[config.mk]
export PLATFORM = sky130hd
export DESIGN_NAME = rnl_neuron
export DESIGN_NICKNAME = d
export VERILOG_FILES = /design/src/rtl/rnl_neuron.sv
export SDC_FILE = /design/constraint.sdc
export NUM_CORES = 1
export LEC_CHECK = 0
export CORE_MARGIN = 1.5
export CORE_UTILIZATION = 35
export DETAILED_ROUTE_END_ITERATION = 8
export GPL_TIMING_DRIVEN = 0
export REMOVE_ABC_BUFFERS = 1
export SLEW_MARGIN = 5
export SYNTH_ARGS = -nofsm -noshare
export SYNTH_HDL_FRONTEND = slang
export SYNTH_SLANG_ARGS = --single-unit
[constraint.sdc]
create_clock -name clk -period 21 [get_ports clk]
set_clock_uncertainty 0.05 [all_clocks]
set_input_delay 2.1 -clock clk [delete_from_list [all_inputs] [get_ports clk]]
set_output_delay 2.1 -clock clk [all_outputs]
set_load 0.03 [all_outputs]
[src/rtl/rnl_neuron.sv]
// rnl_neuron: race-logic (ramp-no-leak) spiking neuron with a weight write port.
//
// Operation: a start pulse in IDLE latches one spike time per input. The
// neuron then steps time t = 0, 1, ... and adds one unit per cycle for every
// input whose ramp is active. It fires when the body potential reaches
// THRESHOLD. If t reaches TMAX without firing, it reports no spike.
//
// Optional feature: define RNL_NEURON_STDP_EN to add a one-cycle UPDATE state
// after RUN. After a firing cycle, UPDATE applies a saturating +/-1 STDP rule
// to each weight.
//
// Ports:
//   clk           - clock, rising edge
//   rst_l         - asynchronous active-low reset
//   start         - begin a gamma cycle (honoured in IDLE only)
//   spike_time_in - per-input spike times, all-ones = no spike, sampled on start
//   w_wr_en       - weight write strobe (honoured in IDLE only)
//   w_wr_idx      - weight write index (out-of-range indices ignored)
//   w_wr_data     - weight write value
//   busy          - high in every state except IDLE
//   done          - one-cycle pulse when a result is available
//   fired         - last gamma cycle crossed threshold
//   out_time      - output spike time, all-ones when not fired
//   weights_out   - current weight registers
module rnl_neuron #(
    parameter int unsigned NUM_IN    = 8,
    parameter int unsigned WBITS     = 3,
    parameter int unsigned TBITS     = 4,
    parameter int unsigned THRESHOLD = 8
) (
    input  logic                             clk,
    input  logic                             rst_l,
    input  logic                             start,
    input  logic [NUM_IN-1:0][TBITS-1:0]     spike_time_in,
    input  logic                             w_wr_en,
    input  logic [$clog2(NUM_IN)-1:0]        w_wr_idx,
    input  logic [WBITS-1:0]                 w_wr_data,
    output logic                             busy,
    output logic                             done,
    output logic                             fired,
    output logic [TBITS-1:0]                 out_time,
    output logic [NUM_IN-1:0][WBITS-1:0]     weights_out
);

    localparam int unsigned WMAX_I = (1 << WBITS) - 1;
    localparam int unsigned PW     = $clog2(NUM_IN * WMAX_I + 1);

    localparam logic [TBITS-1:0] TNONE = '1;
    localparam logic [TBITS-1:0] TMAX  = TBITS'((1 << TBITS) - 2);
    localparam logic [WBITS-1:0] WMAX  = '1;

    // One extra bit so that s_i + w_i never wraps.
    typedef logic [TBITS:0] text_t;

    typedef enum logic [1:0] {StIdle, StRun, StUpdate, StDone} state_t;

    state_t                          state_q, state_d;
    logic [TBITS-1:0]                t_q, t_d;
    logic [PW-1:0]                   pot_q, pot_d;
    logic [NUM_IN-1:0][TBITS-1:0]    spk_q, spk_d;
    logic [NUM_IN-1:0][WBITS-1:0]    w_q, w_d;
    // Snapshot of the weights at start, so a same-cycle write cannot affect
    // the gamma cycle that it overlaps.
    logic [NUM_IN-1:0][WBITS-1:0]    wrun_q, wrun_d;
    logic                            fired_q, fired_d;
    logic [TBITS-1:0]                out_time_q, out_time_d;

    logic [PW-1:0]                   inc;
    logic [PW-1:0]                   pot_sum;

    // Number of inputs whose ramp is active at the current time step.
    always_comb begin
        inc = '0;
        for (int i = 0; i < NUM_IN; i++) begin
            if (spk_q[i] != TNONE && spk_q[i] <= t_q &&
                text_t'(t_q) < text_t'(spk_q[i]) + text_t'(wrun_q[i])) begin
                inc = inc + PW'(1);
            end
        end
        pot_sum = pot_q + inc;
    end

    always_comb begin
        state_d    = state_q;
        t_d        = t_q;
        pot_d      = pot_q;
        spk_d      = spk_q;
        w_d        = w_q;
        wrun_d     = wrun_q;
        fired_d    = fired_q;
        out_time_d = out_time_q;

        unique case (state_q)
            StIdle: begin
                if (w_wr_en && 32'(w_wr_idx) < NUM_IN) begin
                    w_d[w_wr_idx] = w_wr_data;
                end
                if (start) begin
                    spk_d   = spike_time_in;
                    wrun_d  = w_q;
                    t_d     = '0;
                    pot_d   = '0;
                    state_d = StRun;
                end
            end
            StRun: begin
                pot_d = pot_sum;
                if (32'(pot_sum) >= THRESHOLD) begin
                    fired_d    = 1'b1;
                    out_time_d = t_q;
`ifdef RNL_NEURON_STDP_EN
                    state_d    = StUpdate;
`else
                    state_d    = StDone;
`endif
                end else if (t_q == TMAX) begin
                    fired_d    = 1'b0;
                    out_time_d = TNONE;
`ifdef RNL_NEURON_STDP_EN
                    state_d    = StUpdate;
`else
                    state_d    = StDone;
`endif
                end else begin
                    t_d = t_q + 1'b1;
                end
            end
`ifdef RNL_NEURON_STDP_EN
            StUpdate: begin
                // Causal inputs (at or before the output spike) strengthen,
                // late inputs weaken, silent inputs are left alone.
                if (fired_q) begin
                    for (int i = 0; i < NUM_IN; i++) begin
                        if (spk_q[i] != TNONE) begin
                            if (spk_q[i] <= out_time_q) begin
                                if (w_q[i] != WMAX) w_d[i] = w_q[i] + 1'b1;
                            end else begin
                                if (w_q[i] != '0) w_d[i] = w_q[i] - 1'b1;
                            end
                        end
                    end
                end
                state_d = StDone;
            end
`endif
            StDone: begin
                state_d = StIdle;
            end
            default: begin
                state_d = StIdle;
            end
        endcase
    end

    always_ff @(posedge clk or negedge rst_l) begin
        if (!rst_l) begin
            state_q    <= StIdle;
            t_q        <= '0;
            pot_q      <= '0;
            spk_q      <= '0;
            w_q        <= '0;
            wrun_q     <= '0;
            fired_q    <= 1'b0;
            out_time_q <= TNONE;
        end else begin
            state_q    <= state_d;
            t_q        <= t_d;
            pot_q      <= pot_d;
            spk_q      <= spk_d;
            w_q        <= w_d;
            wrun_q     <= wrun_d;
            fired_q    <= fired_d;
            out_time_q <= out_time_d;
        end
    end

    assign busy        = (state_q != StIdle);
    assign done        = (state_q == StDone);
    assign fired       = fired_q;
    assign out_time    = out_time_q;
    assign weights_out = w_q;

endmodule

# Word level (Yosys, flattened, before mapping)
# Cells that the tools add are included.
totals:
  in_bits: 42
  word_cells: 132
  output_inout_bits: 31
  reg_bits: 97
op_classes:
  eq_ne: 15
  magnitude_cmp: 19
  n_mux: 25
  reduce_logical: 27
  n_addsub: 17
ops:
  columns: ["cell", "n"]
  rows:
  - ["$mux W6", 8]
  - ["$add A6 B1 Y6 const B", 7]
  - ["$add A4 B3 Y5", 8]
  - ["$lt A4 B5 Y1", 8]
  - ["$le A4 B4 Y1", 8]
  - ["$ne A4 B4 Y1 const B", 8]
  - ["$bwmux W24", 1]
  - ["$mux W4", 5]
  - ["$logic_and A1 B1 Y1", 17]
  - ["$pmux W6 S2", 1]
  - ["$reduce_and A2 Y1", 5]
  - ["$demux W3 S3", 1]
  - ["$pmux W4 S2", 1]
  - ["$add A6 B6 Y6", 1]
  - ["$ge A6 B4 Y1 const B", 1]
  - ["$mux W2", 3]
  - ["$ne A2 B2 Y1 const B", 3]
  - ["$reduce_bool A2 Y1", 3]
  - ["$add A4 B1 Y4 const B", 1]
  - ["$eq A4 B4 Y1 const B", 1]
  - ["$lt A3 B4 Y1 const B", 1]
  - ["$pmux W2 S2", 1]
  - ["$reduce_and A4 Y1", 1]
  - ["$ge A3 B1 Y1 const B", 1]
  - ["6 further kinds", 8]

# Logic depth before layout (Yosys ltp)
logic_depth:
  ltp_word: 22
  ltp_mapped: 37
  mapped_depth_nobuf: 37

# Least setup slack after synthesis
# Ideal clock, no wire load.
synth_path:
  kind: "reg2reg"
  startpoint: "reg spk_q[4] in the netlist's numbering"
  endpoint: "reg t_q[3]"
  period_less_slack_ns: 7.684
  stages_incl_launch_ff: 36
  path_buffers: 0
  t_arrival_ns: 7.557
  setup_time_ns: 0.078
  required_time_ns: 20.872
  path_slack_ns: 13.316
  path_cell_list: "dfrtp_1 > ha_1 > fa_1 > inv_1 > ha_1 > a21boi_0 > o21ai_0 > nand2b_1 > a21oi_1 > o211ai_1 > inv_1 > ha_1 > xor2_2 > inv_1 > ha_1 > mux2_2 > ha_1 > and3b_1 > a211o_2 > inv_2 > ha_1 > mux2_2 > ha_1 > mux2_2 > ha_1 > mux2_2 > ha_1 > a21o_1 > a21oi_1 > o21bai_1 > a21oi_1 > xnor2_1 > o41ai_2 > nand2_1 > or3_1 > a21oi_1"
synth_between:
  elab_chain_len: 20
  word_cells_on_any_way: 23
  classes_between: "8 x add/sub; 3 x order compare; 2 x eq/ne; 7 x mux; 3 x reduce/logical"
synth_rtl:
  columns: ["element", "line", "text"]
  rows:
  - ["start: declaration", "60", "logic [NUM_IN-1:0][TBITS-1:0] spk_q, spk_d;"]
  - ["start signal: assignment", "169", "spk_q <= spk_d;"]
  - ["$add A4 B3 Y5 (tied with other cells)", "76", "text_t'(t_q) < text_t'(spk_q[i]) + text_t'(wrun_q[i])) begin"]
  - ["$lt A4 B5 Y1 or $logic_and A1 B1 Y1 (tied branches)", "76, 75", null]
  - ["$logic_and A1 B1 Y1 *", "75", "if (spk_q[i] != TNONE && spk_q[i] <= t_q &&"]
  - ["$mux W6 *", "75", null]
  - ["$add A6 B1 Y6", "77", "inc = inc + PW'(1);"]
  - ["$mux W6 *", "75", null]
  - ["$add A6 B1 Y6", "77", null]
  - ["$mux W6 *", "75", null]
  - ["[4 not listed]", null, null]
  - ["$add A6 B1 Y6", "77", null]
  - ["$mux W6 *", "75", null]
  - ["$add A6 B1 Y6", "77", null]
  - ["$mux W6 *", "75", null]
  - ["$add A6 B6 Y6 *", "80", "pot_sum = pot_q + inc;"]
  - ["$ge A6 B4 Y1 *", "108", "if (32'(pot_sum) >= THRESHOLD) begin"]
  - ["$ne A2 B2 Y1 (no source line) *", null, null]
  - ["$reduce_and A4 Y1 (no source line) *", null, null]
  - ["end signal: assignment", "167", "t_q <= t_d;"]
  - ["end: declaration", "58", "logic [TBITS-1:0] t_q, t_d;"]
# Mark *: on every way between the ends. The rest lies on a longest branch, timed or not.
# A chain may end at the register's enable or synchronous reset.

# Final worst setup path
layout_path:
  startpoint: "reg t_q[1]"
  endpoint: "reg t_q[3]"
layout_between:
  elab_chain_len: 22
  word_cells_on_any_way: 57
  classes_between: "9 x add/sub; 17 x order compare; 3 x eq/ne; 11 x mux; 17 x reduce/logical"
layout_rtl:
  columns: ["element", "line"]
  rows:
  - ["$le A4 B4 Y1", "75"]
  - ["$logic_and A1 B1 Y1 (2 in series)", "75"]
  - ["$mux W1", "75"]
  - ["$add A6 B1 Y6", "77"]
  - ["$mux W6", "75"]
  - ["$add A6 B1 Y6", "77"]
  - ["$mux W6", "75"]
  - ["$add A6 B1 Y6", "77"]
  - ["[5 not listed]", null]
  - ["$add A6 B1 Y6", "77"]
  - ["$mux W6", "75"]
  - ["$add A6 B1 Y6", "77"]
  - ["$mux W6", "75"]
  - ["$add A6 B6 Y6", "80"]
  - ["$ge A6 B4 Y1", "108"]
  - ["$ne A2 B2 Y1 (no source line)", null]
  - ["$reduce_and A4 Y1 (no source line)", null]
# Several ways; a longest one is shown, not always the timed one. The select of a mux whose other input is x is not followed.

==> results.py <==
metrics = {
    "worst_setup_path": {
        "crit_slowest_cell": "dfrtp_1",
        "crit_path_max_incr_delay_ns": 0.83,
        "worstPathMaxFanout": 14,
        "r2r-end": "t_q[3]",
        "endpoint_kind": "flip-flop",
        "required_ns": 21.22,
        "critical-path-top-delay-family": "adder cells",
        "critPathKind": "flip-flop to flip-flop",
        "reg2reg_slack_ns": 12.17,
        "worstPathArrival_ns": 9.06,
        "worst_path_most_repeated_cell": "ha_1",
        "start_kind": "flip-flop",
        "ff2ff_path_depth": 33,
        "reg2reg_from": "t_q[1]",
        "path_buf_inv": 3,
    },
    "layout": {
        "layout.nets": 817,
        "register_area_um2": 2430,
        "num-fill-cells": 1815,
        "area_growth_pct": 18.9,
        "post_route_cells_drive_above_1_share": 0.180,
        "diodes": 0,
        "multi_input_area_um2": 4080,
    },
    "clocking": {
        "cts_made_buffers": 9,
        "postCtsHoldBufs": 0,
        "cts_buffer_depth": 2,
        "clk_pin_slew_ns": 0.07,
        "cts_num_sinks": 97,
        "post_cts_resize_count": 0,
        "root_buffer": "clkbuf_16",
        "h-tree-depth": 3,
        "cts_setup_buffers": 0,
        "clock_latency_ns": 0.35,
        "cts_tree": "built",
    },
    "synth": {
        "synth_compound_area_frac": 0.130,
        "synth_top_family_by_area": "adder cells",
        "synth_most_common_cell": "ha_1",
        "yosys.area.top_type": "dfrtp_1",
        "synth_mux_area_frac": 0.127,
        "synth_area_leaders": "dfrtp_1 (35%), ha_1 (18%), mux2_2 (12%), fa_1 (2.7%), a21oi_1 (2.4%)",
        "yosys_warnings": 0,
        "seq_area_frac_synth": 0.362,
        "netlist_top_cells_count": "ha_1 (94), dfrtp_1 (93), mux2_2 (73), inv_1 (38)",
        "ys_async_sr_fraction": 1.00,
        "synth_simple_gate_area_frac": 0.0940,
        "avgSynthCellArea_um2": 11.2,
        "syn_inst": 598,
        "synthFlopType": "dfrtp_1",
        "synth_edf_count": 0,
        "synth_area_um2": 6710,
        "ys_ff_latch": 97,
        "synth_xor_area_frac": 0.0552,
        "synth-adder-area-share": 0.202,
        "synth_top_area_share": 0.347,
        "synth.distinct_cells": 73,
    },
    "die": {
        "placementRows": 50,
        "core_area_um2": 18800,
        "die_h_um": 141,
        "io_pins": 73,
        "die_area_um2": 20000,
        "die_x_um": 141,
        "start_util": 0.358,
    },
    "routing": {
        "vias_per_cell": 5.30,
        "dr.pass1.iters": 4,
        "first_iter_violations": 167,
        "drc": 0,
        "ant_nets": 0,
        "detail_route.wl_per_cell_um": 17.9,
        "totalWireLength_um": 16400,
        "vias": 4826,
    },
    "global_routing": {
        "grt_pass1_vias": 5255,
        "antenna_found_initial": 0,
        "grt_max_degree": 70,
        "grt_util_all_layers": 0.173,
        "grt-ovfl-total": 0,
        "grt_pass1_wl_um": 26800,
    },
    "min_path": {
        "hp-class": "flip-flop to flip-flop",
        "hold_depth": 1,
        "hp-start": "wrun_q[2]",
        "whs_endpoint": "wrun_q[2]",
    },
    "timing": {
        "period_share": 0.421,
        "timing_hold_violations_final": 0,
        "fin_crit_ns": 8.83,
        "fmax_ghz": 0.113,
        "slew_headroom": 0.417,
        "rsz0062_at_grt": "false",
        "drv_slew": 0,
        "setup_violations": 0,
        "worstMarginPinSlew_ns": 0.874,
        "setup-tns-final_ns": 0,
    },
    "job": {
        "maxCapViolCount": 0,
    },
    "placed_design": {
        "gp_congestion": 0.802,
        "hpwlAfterDp_um": 11900,
        "port_buffers": 72,
    },
    "run_status": {
        "status": "finished, final reports clean",
    },
}
-- sequential cells by signal, indices dropped and copies added, names as in the netlist --
| signal | cells |
|---|---|
| pot_q | 6 |
| t_q | 4 |
| out_time | 4 |
| state_q | 2 |
| wrun_q | 24 |
| spk_q | 32 |
| fired | 1 |
| weights_out | 24 |
-- layer usage --
layer / global-route usage / share of wire
met5: 0 / 0
met2: 0.311 / 0.51
met3: 0.0202 / 0.027
met1: 0.207 / 0.43
met4: 0.0819 / 0.032
-- stage by stage --
step,setup WS [ns],area (um2),hold WS [ns],util,std cells
floorplan,13.29,6670,0.406,-,588
global placement,12.39,7680,0.423,0.409,894
detailed placement,12.19,7710,0.455,0.411,895
CTS,12.13,7980,0.471,0.425,911
global route,11.57,7980,0.478,0.425,911
finish,12.17,7980,0.466,0.425,911
-- logic make-up (layout without fill, tap and decap cells) --
kind of cell / after synthesis / after routing
compound gates: 126 / 126
xor+xnor: 33 / 33
fa+ha+maj: 103 / 103
buf+inv: 51 / 130
flops: 97 / 97
mux: 76 / 76
simple gates: 112 / 112
-- cell type report --
cell class	count	area share
clock buffer	12	0.0309
clock inverter	4	0.00361
inverter	41	0.0193
multi-input combinational	450	0.511
sequential	97	0.305
tap	234	0.0367
timing repair buffer	73	0.0934
-- how the worst max path moves through the flow --
stage	startpoint	to	slack [ns]	cells after the start
2_1_floorplan	spk_q[4]	t_q[3]	13.29	35
3_3_place_gp	t_q[1]	t_q[3]	12.39	33
3_5_place_dp	t_q[1]	t_q[3]	12.19	33
4_1_cts	t_q[1]	t_q[3]	12.13	33
5_1_grt	t_q[1]	t_q[3]	11.57	33
6_report	t_q[1]	t_q[3]	12.17	33
-- worst register-to-register path: cells and delay by family (launching register included) --
family	cells	cell delay, ns
compound gates	11	2.28
flops	1	0.83
mux	4	1.15
xor+xnor	2	0.41
buf+inv	3	0.64
fa+ha+maj	8	2.42
simple gates	5	1.00
-- layout by cell type (no fill, tap or decap), drive strengths merged, types with 5 or more instances in the layout --
cell | synthesis | routed
nand3 | 5 | 5
dfrtp | 93 | 93
nand2 | 26 | 26
o21ai | 34 | 34
a21o | 12 | 12
inv | 41 | 41
nor3 | 6 | 6
nor2b | 10 | 10
mux2 | 73 | 73
nand2b | 11 | 11
fa | 9 | 9
xnor2 | 19 | 19
a21oi | 32 | 32
ha | 94 | 94
xor2 | 11 | 11
clkdlybuf4s50 | 0 | 71
nor2 | 17 | 17
clkbuf | 5 | 12
nand4 | 12 | 12
and3 | 7 | 7
Power is left out: the tool's default activity adds up to more than one toggle a clock period on the data nets, which glitch-free logic cannot reach.
